**src/rtl/rpn_pkg.sv**
```systemverilog
// Shared constants and types for the RPN calculator command path.
package rpn_pkg;

  localparam int unsigned DEPTH_MAX = 11;
  localparam int unsigned DEPTH_W   = $clog2(DEPTH_MAX + 1);

  localparam logic [2:0] OP_ADD  = 3'b000;
  localparam logic [2:0] OP_SUB  = 3'b001;
  localparam logic [2:0] OP_MUL  = 3'b010;
  localparam logic [2:0] OP_DIV  = 3'b011;
  localparam logic [2:0] OP_MOD  = 3'b100;
  localparam logic [2:0] OP_PUSH = 3'b101;
  localparam logic [2:0] OP_POP  = 3'b110;
  localparam logic [2:0] OP_NOP  = 3'b111;

  localparam logic [7:0] CH_0     = 8'h30;
  localparam logic [7:0] CH_9     = 8'h39;
  localparam logic [7:0] CH_PLUS  = 8'h2B;
  localparam logic [7:0] CH_MINUS = 8'h2D;
  localparam logic [7:0] CH_STAR  = 8'h2A;
  localparam logic [7:0] CH_SLASH = 8'h2F;
  localparam logic [7:0] CH_PCT   = 8'h25;
  localparam logic [7:0] CH_D     = 8'h64;
  localparam logic [7:0] CH_EQ    = 8'h3D;
  localparam logic [7:0] CH_SP    = 8'h20;
  localparam logic [7:0] CH_CR    = 8'h0D;
  localparam logic [7:0] CH_LF    = 8'h0A;

  typedef enum logic [2:0] {
    ST_IDLE,
    ST_SETUP,
    ST_FIRE,
    ST_WAIT,
    ST_REPORT
  } state_e;

  typedef enum logic [1:0] {
    PK_NONE,
    PK_CMD,
    PK_REPORT
  } pend_kind_e;

  // Second half of a flush pair: what to do once the literal PUSH completes.
  typedef struct packed {
    pend_kind_e kind;
    logic [2:0] op;
  } pend_op_t;

endpackage

```
**src/rtl/rpn_dec_accum.sv**
```systemverilog
// Decimal literal accumulator: acc = acc*10 + digit with sticky overflow drop.
module rpn_dec_accum #(
  parameter int unsigned DATA_W = 8
) (
  input  logic              clk,
  input  logic              rst,
  input  logic              digit_valid,
  input  logic [3:0]        digit,
  input  logic              clear,
  output logic [DATA_W-1:0] acc,
  output logic              pending,
  output logic              ovf_c
);

  localparam int unsigned SUM_W = DATA_W + 4;

  logic [DATA_W-1:0] acc_q, acc_d;
  logic              pending_q, pending_d;
  logic              ovf_q, ovf_d;
  logic [SUM_W-1:0]  sum;

  // Next accumulator value; once overflowed, digits are ignored until clear.
  always_comb begin
    sum       = SUM_W'(acc_q) * SUM_W'(10) + SUM_W'(digit);
    acc_d     = acc_q;
    pending_d = pending_q;
    ovf_d     = ovf_q;
    ovf_c     = 1'b0;
    if (clear) begin
      acc_d     = '0;
      pending_d = 1'b0;
      ovf_d     = 1'b0;
    end else if (digit_valid && !ovf_q) begin
      if (sum[SUM_W-1:DATA_W] != '0) begin
        acc_d     = '0;
        pending_d = 1'b0;
        ovf_d     = 1'b1;
        ovf_c     = 1'b1;
      end else begin
        acc_d     = sum[DATA_W-1:0];
        pending_d = 1'b1;
      end
    end
  end

  // Accumulator state registers.
  always_ff @(posedge clk or posedge rst) begin
    if (rst) begin
      acc_q     <= '0;
      pending_q <= 1'b0;
      ovf_q     <= 1'b0;
    end else begin
      acc_q     <= acc_d;
      pending_q <= pending_d;
      ovf_q     <= ovf_d;
    end
  end

  assign acc     = acc_q;
  assign pending = pending_q;

endmodule

```
**src/rtl/rpn_cmd_issuer.sv**
```systemverilog
// Tokenizes an ASCII RPN stream and issues checked commands to the calculator.
module rpn_cmd_issuer
  import rpn_pkg::*;
#(
  parameter int unsigned DATA_W = 8
) (
  input  logic              clk,
  input  logic              rst,
  input  logic [7:0]        s_data,
  input  logic              s_valid,
  output logic              s_ready,
  output logic [DATA_W-1:0] calc_in,
  output logic [2:0]        calc_op,
  output logic              calc_apply,
  input  logic [DATA_W-1:0] calc_tail,
  input  logic              calc_valid,
  input  logic              calc_empty,
  output logic [DATA_W-1:0] res_data,
  output logic              res_err,
  output logic              res_empty,
  output logic              res_valid
);

  state_e              state_q, state_d;
  pend_op_t            pend_q, pend_d;
  logic [DEPTH_W-1:0]  depth_q, depth_d;
  logic                err_q, err_d;
  logic                s_ready_q, s_ready_d;
  logic [DATA_W-1:0]   calc_in_q, calc_in_d;
  logic [2:0]          calc_op_q, calc_op_d;
  logic                calc_apply_q, calc_apply_d;
  logic [DATA_W-1:0]   res_data_q, res_data_d;
  logic                res_err_q, res_err_d;
  logic                res_empty_q, res_empty_d;
  logic                res_valid_q, res_valid_d;

  logic                xfer_c, is_digit_c, is_delim_c, is_binop_c, is_pop_c, is_eq_c;
  logic [2:0]          binop_c;
  logic [DATA_W-1:0]   acc_c;
  logic                acc_pending_c, acc_ovf_c;

  // Character classification.
  always_comb begin
    xfer_c     = s_valid & s_ready_q;
    is_digit_c = (s_data >= CH_0) && (s_data <= CH_9);
    is_delim_c = (s_data == CH_SP) || (s_data == CH_CR) || (s_data == CH_LF);
    is_pop_c   = (s_data == CH_D);
    is_eq_c    = (s_data == CH_EQ);
    is_binop_c = 1'b1;
    binop_c    = OP_NOP;
    case (s_data)
      CH_PLUS:  binop_c = OP_ADD;
      CH_MINUS: binop_c = OP_SUB;
      CH_STAR:  binop_c = OP_MUL;
      CH_SLASH: binop_c = OP_DIV;
      CH_PCT:   binop_c = OP_MOD;
      default:  is_binop_c = 1'b0;
    endcase
  end

  rpn_dec_accum #(.DATA_W(DATA_W)) u_accum (
    .clk         (clk),
    .rst         (rst),
    .digit_valid (xfer_c & is_digit_c),
    .digit       (s_data[3:0]),
    .clear       (xfer_c & (is_delim_c | is_binop_c | is_pop_c | is_eq_c)),
    .acc         (acc_c),
    .pending     (acc_pending_c),
    .ovf_c       (acc_ovf_c)
  );

  // Next-state, shadow depth checks and command/result outputs.
  always_comb begin
    logic               push_req;
    logic               push_ok;
    logic               do_report;
    logic [DEPTH_W-1:0] depth_eff;
    pend_kind_e         own_kind;
    logic [2:0]         own_op;

    state_d     = state_q;
    pend_d      = pend_q;
    depth_d     = depth_q;
    err_d       = err_q;
    calc_in_d   = calc_in_q;
    calc_op_d   = calc_op_q;
    res_data_d  = res_data_q;
    res_err_d   = res_err_q;
    res_empty_d = res_empty_q;
    push_req    = 1'b0;
    push_ok     = 1'b0;
    do_report   = 1'b0;
    depth_eff   = depth_q;
    own_kind    = PK_NONE;
    own_op      = OP_NOP;

    case (state_q)
      ST_IDLE: begin
        if (xfer_c) begin
          if (is_digit_c) begin
            if (acc_ovf_c) err_d = 1'b1;
          end else if (is_delim_c || is_binop_c || is_pop_c || is_eq_c) begin
            push_req  = acc_pending_c;
            push_ok   = push_req && (depth_q != DEPTH_W'(DEPTH_MAX));
            if (push_req && !push_ok) err_d = 1'b1;
            depth_eff = depth_q + DEPTH_W'(push_ok);
            if (is_binop_c) begin
              own_kind = PK_CMD;
              own_op   = binop_c;
              if (depth_eff < DEPTH_W'(2)) begin
                own_kind = PK_NONE;
                err_d    = 1'b1;
              end
            end else if (is_pop_c) begin
              own_kind = PK_CMD;
              own_op   = OP_POP;
              if (depth_eff == '0) begin
                own_kind = PK_NONE;
                err_d    = 1'b1;
              end
            end else if (is_eq_c) begin
              own_kind = PK_REPORT;
            end
            if (push_ok) begin
              state_d   = ST_SETUP;
              calc_op_d = OP_PUSH;
              calc_in_d = acc_c;
              depth_d   = depth_q + DEPTH_W'(1);
              pend_d    = '{kind: own_kind, op: own_op};
            end else if (own_kind == PK_CMD) begin
              state_d   = ST_SETUP;
              calc_op_d = own_op;
              depth_d   = depth_q - DEPTH_W'(1);
            end else if (own_kind == PK_REPORT) begin
              do_report = 1'b1;
            end
          end else begin
            err_d = 1'b1;
          end
        end
      end
      ST_SETUP: state_d = ST_FIRE;
      ST_FIRE:  state_d = ST_WAIT;
      ST_WAIT: begin
        // A calculator that disagrees with the shadow depth has lost sync.
        if (!calc_valid || (calc_empty != (depth_q == '0))) err_d = 1'b1;
        if (pend_q.kind == PK_CMD) begin
          state_d   = ST_SETUP;
          calc_op_d = pend_q.op;
          depth_d   = depth_q - DEPTH_W'(1);
        end else if (pend_q.kind == PK_REPORT) begin
          do_report = 1'b1;
        end else begin
          state_d = ST_IDLE;
        end
        pend_d = '{kind: PK_NONE, op: OP_NOP};
      end
      ST_REPORT: state_d = ST_IDLE;
      default:   state_d = ST_IDLE;
    endcase

    if (do_report) begin
      state_d     = ST_REPORT;
      res_data_d  = calc_tail;
      res_err_d   = err_d;
      res_empty_d = (depth_d == '0);
      err_d       = 1'b0;
    end

    s_ready_d    = (state_d == ST_IDLE);
    calc_apply_d = (state_d == ST_FIRE);
    res_valid_d  = (state_d == ST_REPORT);
  end

  // State and output registers.
  always_ff @(posedge clk or posedge rst) begin
    if (rst) begin
      state_q      <= ST_IDLE;
      pend_q       <= '{kind: PK_NONE, op: OP_NOP};
      depth_q      <= '0;
      err_q        <= 1'b0;
      s_ready_q    <= 1'b0;
      calc_in_q    <= '0;
      calc_op_q    <= OP_NOP;
      calc_apply_q <= 1'b0;
      res_data_q   <= '0;
      res_err_q    <= 1'b0;
      res_empty_q  <= 1'b1;
      res_valid_q  <= 1'b0;
    end else begin
      state_q      <= state_d;
      pend_q       <= pend_d;
      depth_q      <= depth_d;
      err_q        <= err_d;
      s_ready_q    <= s_ready_d;
      calc_in_q    <= calc_in_d;
      calc_op_q    <= calc_op_d;
      calc_apply_q <= calc_apply_d;
      res_data_q   <= res_data_d;
      res_err_q    <= res_err_d;
      res_empty_q  <= res_empty_d;
      res_valid_q  <= res_valid_d;
    end
  end

  assign s_ready    = s_ready_q;
  assign calc_in    = calc_in_q;
  assign calc_op    = calc_op_q;
  assign calc_apply = calc_apply_q;
  assign res_data   = res_data_q;
  assign res_err    = res_err_q;
  assign res_empty  = res_empty_q;
  assign res_valid  = res_valid_q;

endmodule

```
**config.mk**
```make
export PLATFORM = sky130hd
export DESIGN_NAME = rpn_cmd_issuer
export DESIGN_NICKNAME = d
export VERILOG_FILES = /design/src/rtl/rpn_pkg.sv /design/src/rtl/rpn_dec_accum.sv /design/src/rtl/rpn_cmd_issuer.sv
export SDC_FILE = /design/constraint.sdc
export NUM_CORES = 1
export LEC_CHECK = 0
export CAP_MARGIN = 40
export CORE_MARGIN = 5
export CORE_UTILIZATION = 40
export DETAILED_ROUTE_END_ITERATION = 8
export PLACE_DENSITY = 0.59
export SLEW_MARGIN = 0
export SYNTH_ARGS = -nofsm -noshare
export SYNTH_HDL_FRONTEND = slang
export SYNTH_SLANG_ARGS = --single-unit
```
**constraint.sdc**
```tcl
create_clock -name clk -period 6.4 [get_ports clk]
set_input_delay 0.64 -clock clk [delete_from_list [all_inputs] [get_ports clk]]
set_output_delay 0.64 -clock clk [all_outputs]
set_load 0.03 [all_outputs]
```
# == Yosys cells after proc, flatten, opt, wreduce, memory -nomap -nowiden ==
# Cells that the tools add are included.
# classes
add_sub_neg,4
mul,1
order_cmp,3
n_eq_ne,27
n_mux,74
bitwise_logic,7
n_reduce_logical,27
# op_table
cell,count
$eq 8x6->1 const B,7
$mux 3,15
$mux 1,32
$mux 4,6
$mux 8,3
$mux 5,4
$eq 8x4->1 const B,2
$pmux 3 s5,1
$mux 2,7
$add 12x4->12,1
$logic_not 4->1,3
$pmux 3 s4,1
$mul 8x3->11 const B,1
$ne 2x2->1 const B,5
$pmux 5 s2,1
$reduce_and 5->1,2
$eq 3x2->1 const B,3
$eq 8x7->1 const B,1
$ge 8x6->1 const B,1
$le 8x6->1 const B,1
$pmux 4 s2,1
$logic_not 3->1,2
$logic_or 1x1->1,6
$pmux 3 s2,1
other kinds (22),36
# totals
reg_bits,47
in_bits,21
word_cells,159

# == Longest topological paths before layout ==
# logic_depth
ltp_word,21
mapped_depth,14

# == Hierarchy ==
# From an unflattened synthesis, not the netlist that was laid out.
# unflattened
cells_unflattened,326
area_unflattened_um2,3072.9
# modules_own_cells
module,instances,cells_per_inst,area_each_um2,seq_area_each_um2
rpn_cmd_issuer,1,224,2122.0,934.6
rpn_dec_accum,1,102,950.9,250.2

# == Worst setup path before layout ==
# No wires, ideal clock.
# synth_path
path_kind,register -> register
start,register depth_q[1]
end,"register res_empty_q, in the netlist res_empty"
setup_time_ns,0.086
arrival_ns,3.149
required_ns,6.314
path_slack_ns,3.165
stages_incl_launch_ff,15
path_buffers,0
period_less_slack_ns,3.235
cell_sequence,dfrtp_1 > ha_1 > nand2_1 > nand2_1 > inv_1 > ha_1 > ha_1 > and3b_1 > a31oi_1 > a21boi_1 > o21ai_1 > a21oi_1 > xnor2_1 > or3_1 > o31ai_2
# synth_via
elab_chain_cells,19
elab_cells_between_ends,32
classes_between,add/sub: 3; order compare: 1; eq/ne: 3; mux: 22; reduce/logical: 3
# synth_rtl
element,line_no,text
from (decl),rpn_cmd_issuer.sv:26,"logic [DEPTH_W-1:0] depth_q, depth_d;"
from (signal assigned),rpn_cmd_issuer.sv:193,depth_q <= depth_d;
"parallel branches: the longest is 13 deep, another holds $add 4x1->4",--,
$mux 4 *,rpn_cmd_issuer.sv:124,if (push_ok) begin
$mux 4 *,rpn_cmd_issuer.sv:102,end else if (is_delim_c || is_binop_c || is_pop_c || is_eq_c) begin
$mux 4 *,rpn_cmd_issuer.sv:100,if (is_digit_c) begin
$mux 4 *,rpn_cmd_issuer.sv:99,if (xfer_c) begin
$pmux 4 s2 *,rpn_cmd_issuer.sv:97,case (state_q)
named net depth_d[0],rpn_cmd_issuer.sv:26,
$logic_not 4->1 *,rpn_cmd_issuer.sv:166,res_empty_d = (depth_d == '0);
to (signal assigned),rpn_cmd_issuer.sv:201,res_empty_q <= res_empty_d;
to (decl),rpn_cmd_issuer.sv:34,"logic res_empty_q, res_empty_d;"
# Mark *: on every way through the listed nets, which the timed path passes. The select of a mux whose other input is x is not followed.
# A chain may end at the register's enable or synchronous reset.

# == Final worst setup path ==
# Same ends and word-level chain as after synthesis.

==> flow_summary.yaml <==
final_layout:
  stdcell_area_um2: 3500
  multi_input_area_um2: 1600
  syn2layout_area_growth_pct: 21.7
  antenna_cells: 0
  final_cell_count_no_fill: 442
  drive_gt1_share_pct: 13.1
  fillers: 711
  nets: 384
  ff_latch_area_um2: 1180
floorplanning:
  die_w_um: 94.9
  rows: 31
  dieArea_um2: 9000
  coreArea_um2: 7140
  num_io_pins: 45
  start_util_pct: 40.4
  die_h_um: 94.9
global_routing:
  overflow: 0
  grt_max_degree: 32
  grt_util_all_layers_pct: 15.5
  antenna_found_initial: 0
  first_global_vias: 2292
  grt_pass1_wl_um: 11000
sta:
  finalHoldViolCount: 0
  setup_ws_ps: 2510
  rsz0062_at_grt: "no"
  fin_crit_sh_pct: 60.8
  fin_skew_ps: 10.4
  slew_headroom_pct: 57.9
  finalSetupViolations: 0
  drv_slew: 0
  max_freq_mhz: 257
  fin_setup_tns_ps: 0
  worst_slew_pin_slew_ps: 629
  finalCriticalPeriod_ps: 3890
detailed_routing:
  finalWirelength_um: 6470
  route.detailed.drc: 0
  drt-vias-per-instance: 5.25
  top_layer_used: "met4"
  vias: 2319
  wire_per_inst_um: 14.6
  antenna_left: 0
  met2_length_um: 3120
  wl_met3_um: 185
  first_pass_iters: 4
  m1WireLength_um: 3030
  drt-initial-drc-count: 76
clock_tree:
  clk_latency_ps: 300
  postCtsResizedCells: 0
  cts_buffers: 5
  cts_tree: "done"
  post_cts_buffers: 0
  clock-sinks: 47
  holdBufCountCts: 0
  cts-htree-levels: 2
  cts_buffer_depth: 2
  clkTransAtPathRegs_ps: 90
  root_buffer: "clkbuf_8"
synthesis:
  syn-num-nets: 339
  synthTopCellsByArea: "dfrtp_1 (35%), ha_1 (8.3%), nand2_1 (6.5%)"
  yosysTopAreaCell: "dfrtp_1"
  synth_top_area_share_pct: 34.8
  synth_seq_cells: 47
  syn_inst: 297
  synth_warnings: 0
  ys_async_sr_fraction_pct: 100
  synth_cell_types: 64
  synth_enable_flop_cells: 0
  syn_area_um2: 2880
  syn_area_per_cell_um2: 9.70
  synth_ff_type: "dfrtp_1"
  yosysSeqAreaShare_pct: 41.1
critical_path:
  cp-end-kind: "flop"
  critPathKind: "reg -> reg"
  worstPathArrival_ps: 4110
  cp-startpoint: "depth_q[1]$_DFF_PP0_"
  r2r_start: "depth_q[1]$_DFF_PP0_"
  cp_slowest_stage_delay_ps: 500
  path_common_cell: "ha_1"
  crit_fanout: 7
  crit_family: "compound AO/OA/AOI/OAI gates"
  critPathLaunchType: "flop"
  cp.buffers_inverters: 1
  path_cells: "ha_1 -> nand2_1 -> nand2_1 -> inv_1 -> ha_1 -> ha_1 -> nor4_1 -> a31oi_1 -> a21boi_1 -> o21ai_1 -> a21oi_1 -> xnor2_1 -> or3_1 -> o31ai_2"
  critPathSlowestCell: "a21oi_1"
  critPathRequiredTime_ps: 6620
place:
  dp.cells: 434
  dp_slack_ps: 2590
  gp_congestion: 0.828
  place_area_um2: 3420
  portBuffers: 44
  hpwl_um: 4960
power_and_ir_drop:
  powerDensity_nw_per_um2: 273
  p_leak_nw: 1.63
  ir_drop_v: 0.000106
  switching_share_pct: 38.1
  p_clk_share_pct: 18.8
  power_frac_comb_pct: 39.5
  p_sw_mw: 0.365
  seq_power_share_pct: 41.7
  intPower_mw: 0.593
job:
  maxCapViolations: 0
run_status:
  status: "finished, final reports clean"
hold_path:
  holdCritStartpoint: "calc_op[1]$_DFFE_PP1P_"
  hold_class: "reg -> reg"
-- sequential cells by signal, summed over array words and instances (netlist names), 3 cells and up --
signal,cells
res_data,8
depth_q,4
u_accum.acc,8
pend_q,5
calc_op,3
calc_in,8
state_q,3
-- placed cells by master, fill, tap and decap left out, drive strengths merged, types with 5 or more instances in the layout --
master,instances
ha,19
a21oi,13
mux2,9
o21ai,10
a22o,9
xnor2,7
nand2,50
clkbuf,6
dfrtp,40
clkdlybuf4s50,44
inv,12
dfstp,7
a21o,5
nor2,21
nand3,8
nor3,8
-- path summary, 6_finish.rpt --
check | depth (start not counted) | slack, ps | end
worst max-delay path | 14 | 2510 | res_empty$_DFFE_PP1N_
worst min-delay path | 2 | 460 | calc_op[1]$_DFFE_PP1P_
worst max register to register | 14 | 2510 | res_empty$_DFFE_PP1N_
worst min register to register | 2 | 460 | calc_op[1]$_DFFE_PP1P_
max in group asynchronous | 3 | 5200 | pend_q[2]$_DFFE_PP1P_
min in group asynchronous | 2 | 630 | res_data[6]$_DFFE_PP0N_
-- cell families after synthesis --
family | synth area share [%]
AND/OR/NAND/NOR | 20.2
AO/OA/AOI/OAI | 18.4
flip-flops | 41.1
adder cells (fa/ha/maj) | 9.64
buffers and inverters | 3.39
XOR/XNOR | 3.30
multiplexers | 3.87
-- synthesized netlist by cell type, drive strengths merged, types with 8 or more instances --
| cell | number |
|---|---|
| a21oi | 13 |
| dfrtp | 40 |
| a22o | 9 |
| o21ai | 10 |
| nor2 | 21 |
| nand2 | 50 |
| ha | 19 |
| nand3 | 8 |
| mux2 | 9 |
| nor3 | 8 |
| inv | 12 |
-- power by group through the flow --
stage	clock, mW	sequential (mW)	combinational, mW
4_1_cts	0.187	0.401	0.381
3_3_place_gp	0	0.406	0.376
5_1_grt	0.198	0.409	0.427
6_report	0.180	0.400	0.378
2_1_floorplan	0	0.428	0.246
3_5_place_dp	0	0.407	0.378
-- stage by stage --
stage	hold slack (ps)	power [mW]	util, %
floorplan	447	0.674	-
global placement	451	0.782	47.6
detailed placement	456	0.785	47.9
CTS	470	0.969	49.1
global route	497	1.03	49.1
finish	463	0.957	49.1
-- routing by layer --
layer / vias up / GRT usage (%)
li1: 1157 / -
met1: 1115 / 20.6
met2: 35 / 25.7
met3: 12 / 2.47
met4: 0 / 5.29
met5: - / 0
-- worst min-delay path: cells and delay by family (launching register included) --
| kind | cells | cell delay, ps |
|---|---|---|
| DFF | 1 | 380 |
| and+or+nand+nor | 2 | 90 |
-- area by class of cell --
cell class	count	area share (%)
Clock buffer	6	2.07
Clock inverter	2	0.357
Inverter	12	1.29
Multi-Input combinational cell	230	45.6
Sequential cell	47	33.8
Tap cell	99	3.53
Timing Repair Buffer	46	13.4
No activity file was read; power rests on OpenSTA's default activity.
